==> src/rtl/hamming_link_pkg.sv <==
// Shared Hamming(7,4) definitions for the secure link.
// Holds the codeword type, the link geometry constants and the pure encode and
// syndrome functions used by the top level and by the decoder.
//
// Codeword layout (bit index = Hamming position - 1):
//   [0]=p1 [1]=p2 [2]=d0 [3]=p4 [4]=d1 [5]=d2 [6]=d3
package hamming_link_pkg;

  localparam int unsigned DATA_W = 4;
  localparam int unsigned CW_W   = 7;
  localparam int unsigned NUM_CH = 4;
  localparam logic [2:0]  NO_INJ = 3'd7;

  typedef logic [CW_W-1:0] codeword_t;

  function automatic codeword_t ham74_encode(input logic [DATA_W-1:0] d);
    codeword_t cw;
    cw[0] = d[0] ^ d[1] ^ d[3];
    cw[1] = d[0] ^ d[2] ^ d[3];
    cw[2] = d[0];
    cw[3] = d[1] ^ d[2] ^ d[3];
    cw[4] = d[1];
    cw[5] = d[2];
    cw[6] = d[3];
    return cw;
  endfunction

  // A non-zero syndrome is the 1-based position of the single flipped bit.
  function automatic logic [2:0] ham74_syndrome(input codeword_t cw);
    logic s1, s2, s4;
    s1 = cw[0] ^ cw[2] ^ cw[4] ^ cw[6];
    s2 = cw[1] ^ cw[2] ^ cw[5] ^ cw[6];
    s4 = cw[3] ^ cw[4] ^ cw[5] ^ cw[6];
    return {s4, s2, s1};
  endfunction

endpackage

==> src/rtl/hamming74_decoder.sv <==
// Combinational Hamming(7,4) single-error-correcting decoder.
// Ports:
//   cw_i   - received 7-bit codeword
//   data_o - corrected 4-bit data {cw6,cw5,cw4,cw2}
//   err_o  - syndrome non-zero (only with SECURE_LINK_ERR_FLAG_EN defined)
module hamming74_decoder
  import hamming_link_pkg::*;
(
  input  codeword_t         cw_i,
`ifdef SECURE_LINK_ERR_FLAG_EN
  output logic              err_o,
`endif
  output logic [DATA_W-1:0] data_o
);

  logic [2:0] syn;
  logic [2:0] flip_pos;
  codeword_t  fixed;

  always_comb begin
    syn      = ham74_syndrome(cw_i);
    flip_pos = syn - 3'd1;
    fixed    = cw_i;
    if (syn != 3'd0) begin
      fixed[flip_pos] = ~cw_i[flip_pos];
    end
    data_o = {fixed[6], fixed[5], fixed[4], fixed[2]};
  end

`ifdef SECURE_LINK_ERR_FLAG_EN
  assign err_o = (syn != 3'd0);
`endif

endmodule

==> src/rtl/hamming_secure_link.sv <==
// Four-channel secure router protected by Hamming(7,4) coding.
// d_in[3:0] is encoded and routed to channel d_in[5:4]; the other channels carry
// the all-zero codeword. Each channel may have one bit inverted (fault
// injection) before the stage-1 register, then is decoded with single-error
// correction.
// Parameter:
//   PIPE_OUT - 1: registered outputs (latency 2), 0: outputs from decoder (latency 1)
// Ports:
//   clk, rst_n         - clock, asynchronous active-low reset
//   d_in[5:0]          - [5:4] channel select, [3:0] data nibble
//   err_pos0..3[2:0]   - bit index to invert per channel, 7 = no injection
//   d_disp0..3[3:0]    - corrected data per channel
//   err_flag[3:0]      - per-channel non-zero syndrome
//                        (only with SECURE_LINK_ERR_FLAG_EN defined)
module hamming_secure_link
  import hamming_link_pkg::*;
#(
  parameter int unsigned PIPE_OUT = 1
) (
  input  logic       clk,
  input  logic       rst_n,
  input  logic [5:0] d_in,
  input  logic [2:0] err_pos0,
  input  logic [2:0] err_pos1,
  input  logic [2:0] err_pos2,
  input  logic [2:0] err_pos3,
`ifdef SECURE_LINK_ERR_FLAG_EN
  output logic [3:0] err_flag,
`endif
  output logic [3:0] d_disp0,
  output logic [3:0] d_disp1,
  output logic [3:0] d_disp2,
  output logic [3:0] d_disp3
);

  logic [1:0]  sel;
  codeword_t   enc_cw;
  logic [2:0]  err_pos [NUM_CH];
  codeword_t   tx_cw   [NUM_CH];
  codeword_t   cw_q    [NUM_CH];

  logic [NUM_CH-1:0][DATA_W-1:0] disp_d;
  logic [NUM_CH-1:0][DATA_W-1:0] disp_out;

  assign sel        = d_in[5:4];
  assign enc_cw     = ham74_encode(d_in[3:0]);
  assign err_pos[0] = err_pos0;
  assign err_pos[1] = err_pos1;
  assign err_pos[2] = err_pos2;
  assign err_pos[3] = err_pos3;

  // Routing and fault injection; unselected channels still get injected.
  always_comb begin
    for (int ch = 0; ch < NUM_CH; ch++) begin
      tx_cw[ch] = (sel == 2'(ch)) ? enc_cw : '0;
      if (err_pos[ch] != NO_INJ) begin
        tx_cw[ch][err_pos[ch]] = ~tx_cw[ch][err_pos[ch]];
      end
    end
  end

  always_ff @(posedge clk or negedge rst_n) begin
    if (!rst_n) begin
      for (int ch = 0; ch < NUM_CH; ch++) begin
        cw_q[ch] <= '0;
      end
    end else begin
      for (int ch = 0; ch < NUM_CH; ch++) begin
        cw_q[ch] <= tx_cw[ch];
      end
    end
  end

`ifdef SECURE_LINK_ERR_FLAG_EN
  logic [NUM_CH-1:0] flag_d;
  logic [NUM_CH-1:0] flag_out;
`endif

  for (genvar g = 0; g < NUM_CH; g++) begin : g_dec
    hamming74_decoder u_dec (
      .cw_i   (cw_q[g]),
`ifdef SECURE_LINK_ERR_FLAG_EN
      .err_o  (flag_d[g]),
`endif
      .data_o (disp_d[g])
    );
  end

  if (PIPE_OUT != 0) begin : g_pipe
    logic [NUM_CH-1:0][DATA_W-1:0] disp_q;
    always_ff @(posedge clk or negedge rst_n) begin
      if (!rst_n) begin
        disp_q <= '0;
      end else begin
        disp_q <= disp_d;
      end
    end
    assign disp_out = disp_q;
`ifdef SECURE_LINK_ERR_FLAG_EN
    logic [NUM_CH-1:0] flag_q;
    always_ff @(posedge clk or negedge rst_n) begin
      if (!rst_n) begin
        flag_q <= '0;
      end else begin
        flag_q <= flag_d;
      end
    end
    assign flag_out = flag_q;
`endif
  end else begin : g_comb
    assign disp_out = disp_d;
`ifdef SECURE_LINK_ERR_FLAG_EN
    assign flag_out = flag_d;
`endif
  end

  assign d_disp0 = disp_out[0];
  assign d_disp1 = disp_out[1];
  assign d_disp2 = disp_out[2];
  assign d_disp3 = disp_out[3];

`ifdef SECURE_LINK_ERR_FLAG_EN
  assign err_flag = flag_out;
`endif

endmodule

==> config.mk <==
export PLATFORM = sky130hd
export DESIGN_NAME = hamming_secure_link
export DESIGN_NICKNAME = d
export VERILOG_FILES = /design/src/rtl/hamming_link_pkg.sv /design/src/rtl/hamming74_decoder.sv /design/src/rtl/hamming_secure_link.sv
export SDC_FILE = /design/constraint.sdc
export NUM_CORES = 1
export LEC_CHECK = 0
export BUFFER_PORTS_ARGS = -buffer_cell sky130_fd_sc_hd__buf_2
export CORE_ASPECT_RATIO = 1.75
export CORE_MARGIN = 4
export CORE_UTILIZATION = 48
export DETAILED_ROUTE_END_ITERATION = 8
export HOLD_SLACK_MARGIN = 0.06
export MAX_ROUTING_LAYER = met4
export PLACE_DENSITY = 0.77
export SLEW_MARGIN = 15
export SYNTH_ARGS = -nofsm -noshare
export SYNTH_HDL_FRONTEND = slang
export SYNTH_SLANG_ARGS = --single-unit
export TNS_END_PERCENT = 30
==> constraint.sdc <==
create_clock -name clk -period 6.68 [get_ports clk]
set_input_delay 0.334 -clock clk [delete_from_list [all_inputs] [get_ports clk]]
set_output_delay 0.334 -clock clk [all_outputs]
set_load 0.02 [all_outputs]
After elaboration in Yosys (flattened, before gate mapping)
Index checks and enable logic that the tools add are counted.
Widths: inputs -> output; s select.
{"block": "classes", "n_addsub": 4, "order_cmp": 16, "n_eq_ne": 7, "n_mux": 52, "bitwise_logic": 50, "reduce_logical": 13}
{"operator": "$mux 7", "n": 12}
{"operator": "$bwmux 7", "n": 8}
{"operator": "$xor 1x1->1", "n": 42}
{"operator": "$lt 3x4->1 const B", "n": 8}
{"operator": "$bmux 1 s3", "n": 8}
{"operator": "$demux 1 s3", "n": 8}
{"operator": "$ge 3x1->1 const B", "n": 8}
{"operator": "$mux 1", "n": 16}
{"operator": "$ne 3x3->1 const B", "n": 4}
{"operator": "$reduce_bool 3->1", "n": 4}
{"operator": "$sub 3x1->3 const B", "n": 4}
{"operator": "$logic_and 1x1->1", "n": 8}
{"operator": "$not 1->1", "n": 8}
{"operator": "$eq 2x2->1 const B", "n": 2}
{"operator": "$eq 2x1->1 const B", "n": 1}
{"operator": "$logic_not 2->1", "n": 1}
{"block": "totals", "ff_bits": 44, "in_bits": 20, "out_inout_bits": 16, "wordCells": 150}

Longest topological paths before layout
{"block": "depth", "ltp_word": 10, "mapped_depth": 9, "mapped_depth_nobuf": 9}

Modules after synthesis
From an unflattened synthesis, not the netlist that was laid out.
{"block": "hier_totals", "cells_unflattened": 248, "hier_area_um2": 2722.6}
{"mod": "hamming_secure_link", "n_inst": 1, "cells_each": 146, "area_each_um2": 1796.7}
{"mod": "hamming74_decoder (g_dec[1].u_dec ...)", "n_inst": 3, "cells_each": 26, "area_each_um2": 240.2}
{"mod": "hamming74_decoder (g_dec[0].u_dec)", "n_inst": 1, "cells_each": 24, "area_each_um2": 205.2}

Worst setup path after synthesis
Ideal clock, no wire load.
{"block": "synth_path", "path_type": "reg2reg", "from": "register cw_q[16] in the netlist's numbering", "to": "register g_pipe.disp_q (netlist bit d_disp1[1])", "t_arrival_ps": 2106, "path_slack_ps": 4450, "path_stages_with_launch": 9, "path_buffers": 0, "synth_period_minus_slack_ps": 2230, "path_cell_list": "dfrtp_1 xor2_1 xnor2_1 ha_1 and2_1 ha_1 or3_1 nand2b_1 xnor2_1"}
{"item": "start: declaration", "line_no": "hamming_secure_link.sv:40", "text": "codeword_t cw_q [NUM_CH];"}
{"item": "start signal: indexed assignment", "line_no": "hamming_secure_link.sv:69", "text": "cw_q[ch] <= tx_cw[ch];"}
{"item": "end signal: assignment", "line_no": "hamming_secure_link.sv:95", "text": "disp_q <= disp_d;"}
{"item": "end: declaration", "line_no": "hamming_secure_link.sv:90", "text": "logic [NUM_CH-1:0][DATA_W-1:0] disp_q;"}

==> metrics.md <==
| Metric | Value |
|---|---|
| Slew Limit Fails | `0` |
| Avg Cell Area, Syn | `10.26 um^2` |
| Internal power | `572.8 uW` |
| Fin worst setup slack | `4335 ps` |
| Area contributors post-synth | `dfrtp_1, xnor2_1, xor2_1` |
| Initial Util | `0.5010` |
| Part of the power in registers | `0.386` |
| Detailed Route Iter0 Violations | `20` |
| Power Density | `306.1 nW/um^2` |
| Layout area overhead | `13.13%` |
| CTS resizes | `0` |
| Maximum clock frequency | `426.4 MHz` |
| Via/cell ratio | `5.134` |
| Crit-path slowest cell | `dfrtp_1` |
| Setup bufs post-CTS | `0` |
| Clock sink total | `44` |
| Outcome | `finished clean` |
| Yosys cell types | `29` |
| Root buffer selected by CTS | `clkbuf_8` |
| RR Startpoint | `cw_q[23]` |
| Crit end category | `register` |
| Worst Setup Start Kind | `register` |
| Worst path required time | `6870 ps` |
| Slew HR | `0.3998` |
| Final wirelength | `4113 um` |
| Placed inst area | `2734 um^2` |
| RSZ-0062 raised after global routing | `false` |
| Largest net degree at the start of global routing | `45` |
| Synth Instances | `245` |
| GRT Residual Overflow | `0` |
| Clock power share | `0.226` |
| Met2 GRT Util | `0.2620` |
| # IOs | `36` |
| Leak pwr | `0.001259 uW` |
| Die H | `103.8 um` |
| Die width | `62.72 um` |
| Syn. warnings | `0` |
| DP HPWL | `3320 um` |
| GRT met1 Usage | `0.1391` |
| Setup WS pre-CTS | `4333 ps` |
| Final Cycle Share | `0.3511` |
| Max_cap viols | `0` |
| First-pass GRT wire length | `7362 um` |
| Vias | `1730` |
| Crit path from | `cw_q[23]` |
| Seq/Total Area, Yosys | `0.4378` |
| Combinational Power Share | `0.388` |
| Number of global-route vias before repair | `1748` |
| GPL Wtd Cong | `0.8542` |
| Final Core Density | `0.5668` |
| Peak supply drop | `0.0001611 V` |
| Final setup vio count | `0` |
| M3 GR Usage | `0.02925` |
| Crit path DAT | `2530 ps` |
| CP Cell Sequence | `xor2_1 -> xnor2_1 -> ha_1 -> and2_1 -> ha_1 -> or3_1 -> nand2b_1 -> xnor2_1` |
| Mapped Area | `2515 um^2` |
| Net Count, Synth | `274` |
| Total negative slack | `0 ps` |
| Cell area after layout | `2845 um^2` |
| Core box area | `5020 um^2` |
| Die ar. | `6507 um^2` |
| TritonCTS Buffers | `5` |
| 1st-pass router iterations | `4` |
| CP Max Fanout | `4` |
| Post-route DRC | `0` |
| Hold Vio Cnt, Final | `0` |
| Num rows | `34` |
| Fin nets | `311` |
| Antenna Cells | `0` |
| Kind of critical path | `register to register` |
| Clock buffer depth | `2` |
| PortBufs | `35` |
| GRT Max-Usage Layer | `met2` |
| Setup Skew | `6.413 ps` |
| Worst-Margin Slew | `900.3 ps` |
| Worst-Skew Late Latency | `300 ps` |
| Yosys top cell by area | `dfrtp_1` |
| CTS Hold Bufs | `0` |
| Worst-path clk slew | `80 ps` |
| NetSw | `298.1 uW` |
| Min Clock Period, post-route | `2345 ps` |
| Max stage delay on crit path | `430 ps` |
| Register bit total from synthesis | `44` |
| FILL cells | `445` |
| Share of cells above drive strength 1 | `0.1837` |
| Switching share of power | `0.3423` |
| Total GRT Usage | `0.1446` |
| Hold WS | `159.9 ps` |
| H-Tree Depth | `2` |
| HP Class | `input pin to asynchronous set/reset pin` |
| DR WL/cell | `12.20 um` |
| CTS tree | `built` |
| Antenna violations before repair | `0` |
| DRT antenna net count | `0` |
| Synth top area share | `0.4378` |
-- flip-flops by register name (all words and copies together), names as in the netlist --
register,cells
cw_q,28
d_disp2,4
d_disp0,4
d_disp1,4
d_disp3,4
-- worst max-delay path: cells and delay by family (launching register included) --
family	cells	cell delay, ps
xor gates and xnor gates	3	460
and+or+nand+nor	3	720
DFF	1	430
adders and majority gates	2	620
-- cells by family (layout without fill, tap and decap cells) --
kind of cell | after synthesis | after routing | share of synthesized area
DFF | 44 | 44 | 0.4378
and+or+nand+nor | 99 | 99 | 0.2030
xor gates and xnor gates | 74 | 74 | 0.2637
AOI/OAI and AO/OA | 7 | 7 | 0.01642
buffers and inverters | 7 | 45 | 0.01244
muxes | 5 | 5 | 0.02189
adders and majority gates | 9 | 9 | 0.04478
-- worst paths after layout --
check	to	slack [ps]	depth (start not counted)
max in group asynchronous	cw_q[17]	5950	1
hold / removal	d_disp2[3]	160	1
hold reg to reg	d_disp2[2]	490	1
min in group clk	cw_q[15]	340	3
setup reg to reg	d_disp0[1]	4330	8
setup / recovery	d_disp0[1]	4330	8
-- final cells by class --
cell class | instances | area, um^2 | area share
flip-flops and latches | 44 | 1101 | 0.3870
repair buffers | 35 | 175.2 | 0.06157
well taps | 54 | 67.56 | 0.02375
inverters | 2 | 7.507 | 0.002639
clock inverters | 3 | 42.54 | 0.01495
clock buffers | 5 | 68.82 | 0.02419
multi-input cells | 194 | 1383 | 0.4859
-- per-stage QoR --
| stage | std cells | total power [uW] |
|---|---|---|
| finish | 337 | 871.0 |
| global route | 337 | 930.4 |
| CTS | 337 | 882.2 |
| detailed placement | 329 | 683.2 |
| global placement | 329 | 667.0 |
| floorplan | 245 | 593.6 |
-- Yosys cell counts, drive strengths merged --
cell type	number
nor3	9
mux2i	1
dfrtp	44
clkbuf	4
or3	2
a21oi	2
xor2	24
o21ai	2
buf	1
nor2b	2
nor4b	3
inv	2
nor3b	5
nand2b	5
mux2	4
ha	9
nand3	5
nand3b	11
xnor2	50
and2	3
o31ai	2
nor2	25
nand2	28
nor4	1
a31oi	1
-- layout by cell type, fill, tap and decap left out, types with 4 or more instances in the layout --
cell type  count
nand3b_1      11
nor3b_1        5
xnor2_1       48
dfrtp_1       44
ha_1           9
xor2_1        24
nor3_1         9
buf_2         35
clkbuf_8       5
nand2b_1       5
mux2_2         4
nand2_1       28
nand3_1        5
nor2_1        25
-- metal layers --
| metal | routed length [um] | part of all wire |
|---|---|---|
| met1 | 1501 | 0.36 |
| met2 | 2343 | 0.57 |
| met3 | 144 | 0.035 |
| met4 | 122 | 0.030 |
| met5 | 0 | 0 |
-- power groups by stage --
stage	clock (uW)	sequential [uW]	combinational, uW
floorplan	0	388	206
global placement	0	341	326
detailed placement	0	343	341
CTS	203	337	342
global route	215	343	373
finish	197	336	338
Note: power is estimated with default switching activity, not from simulation.
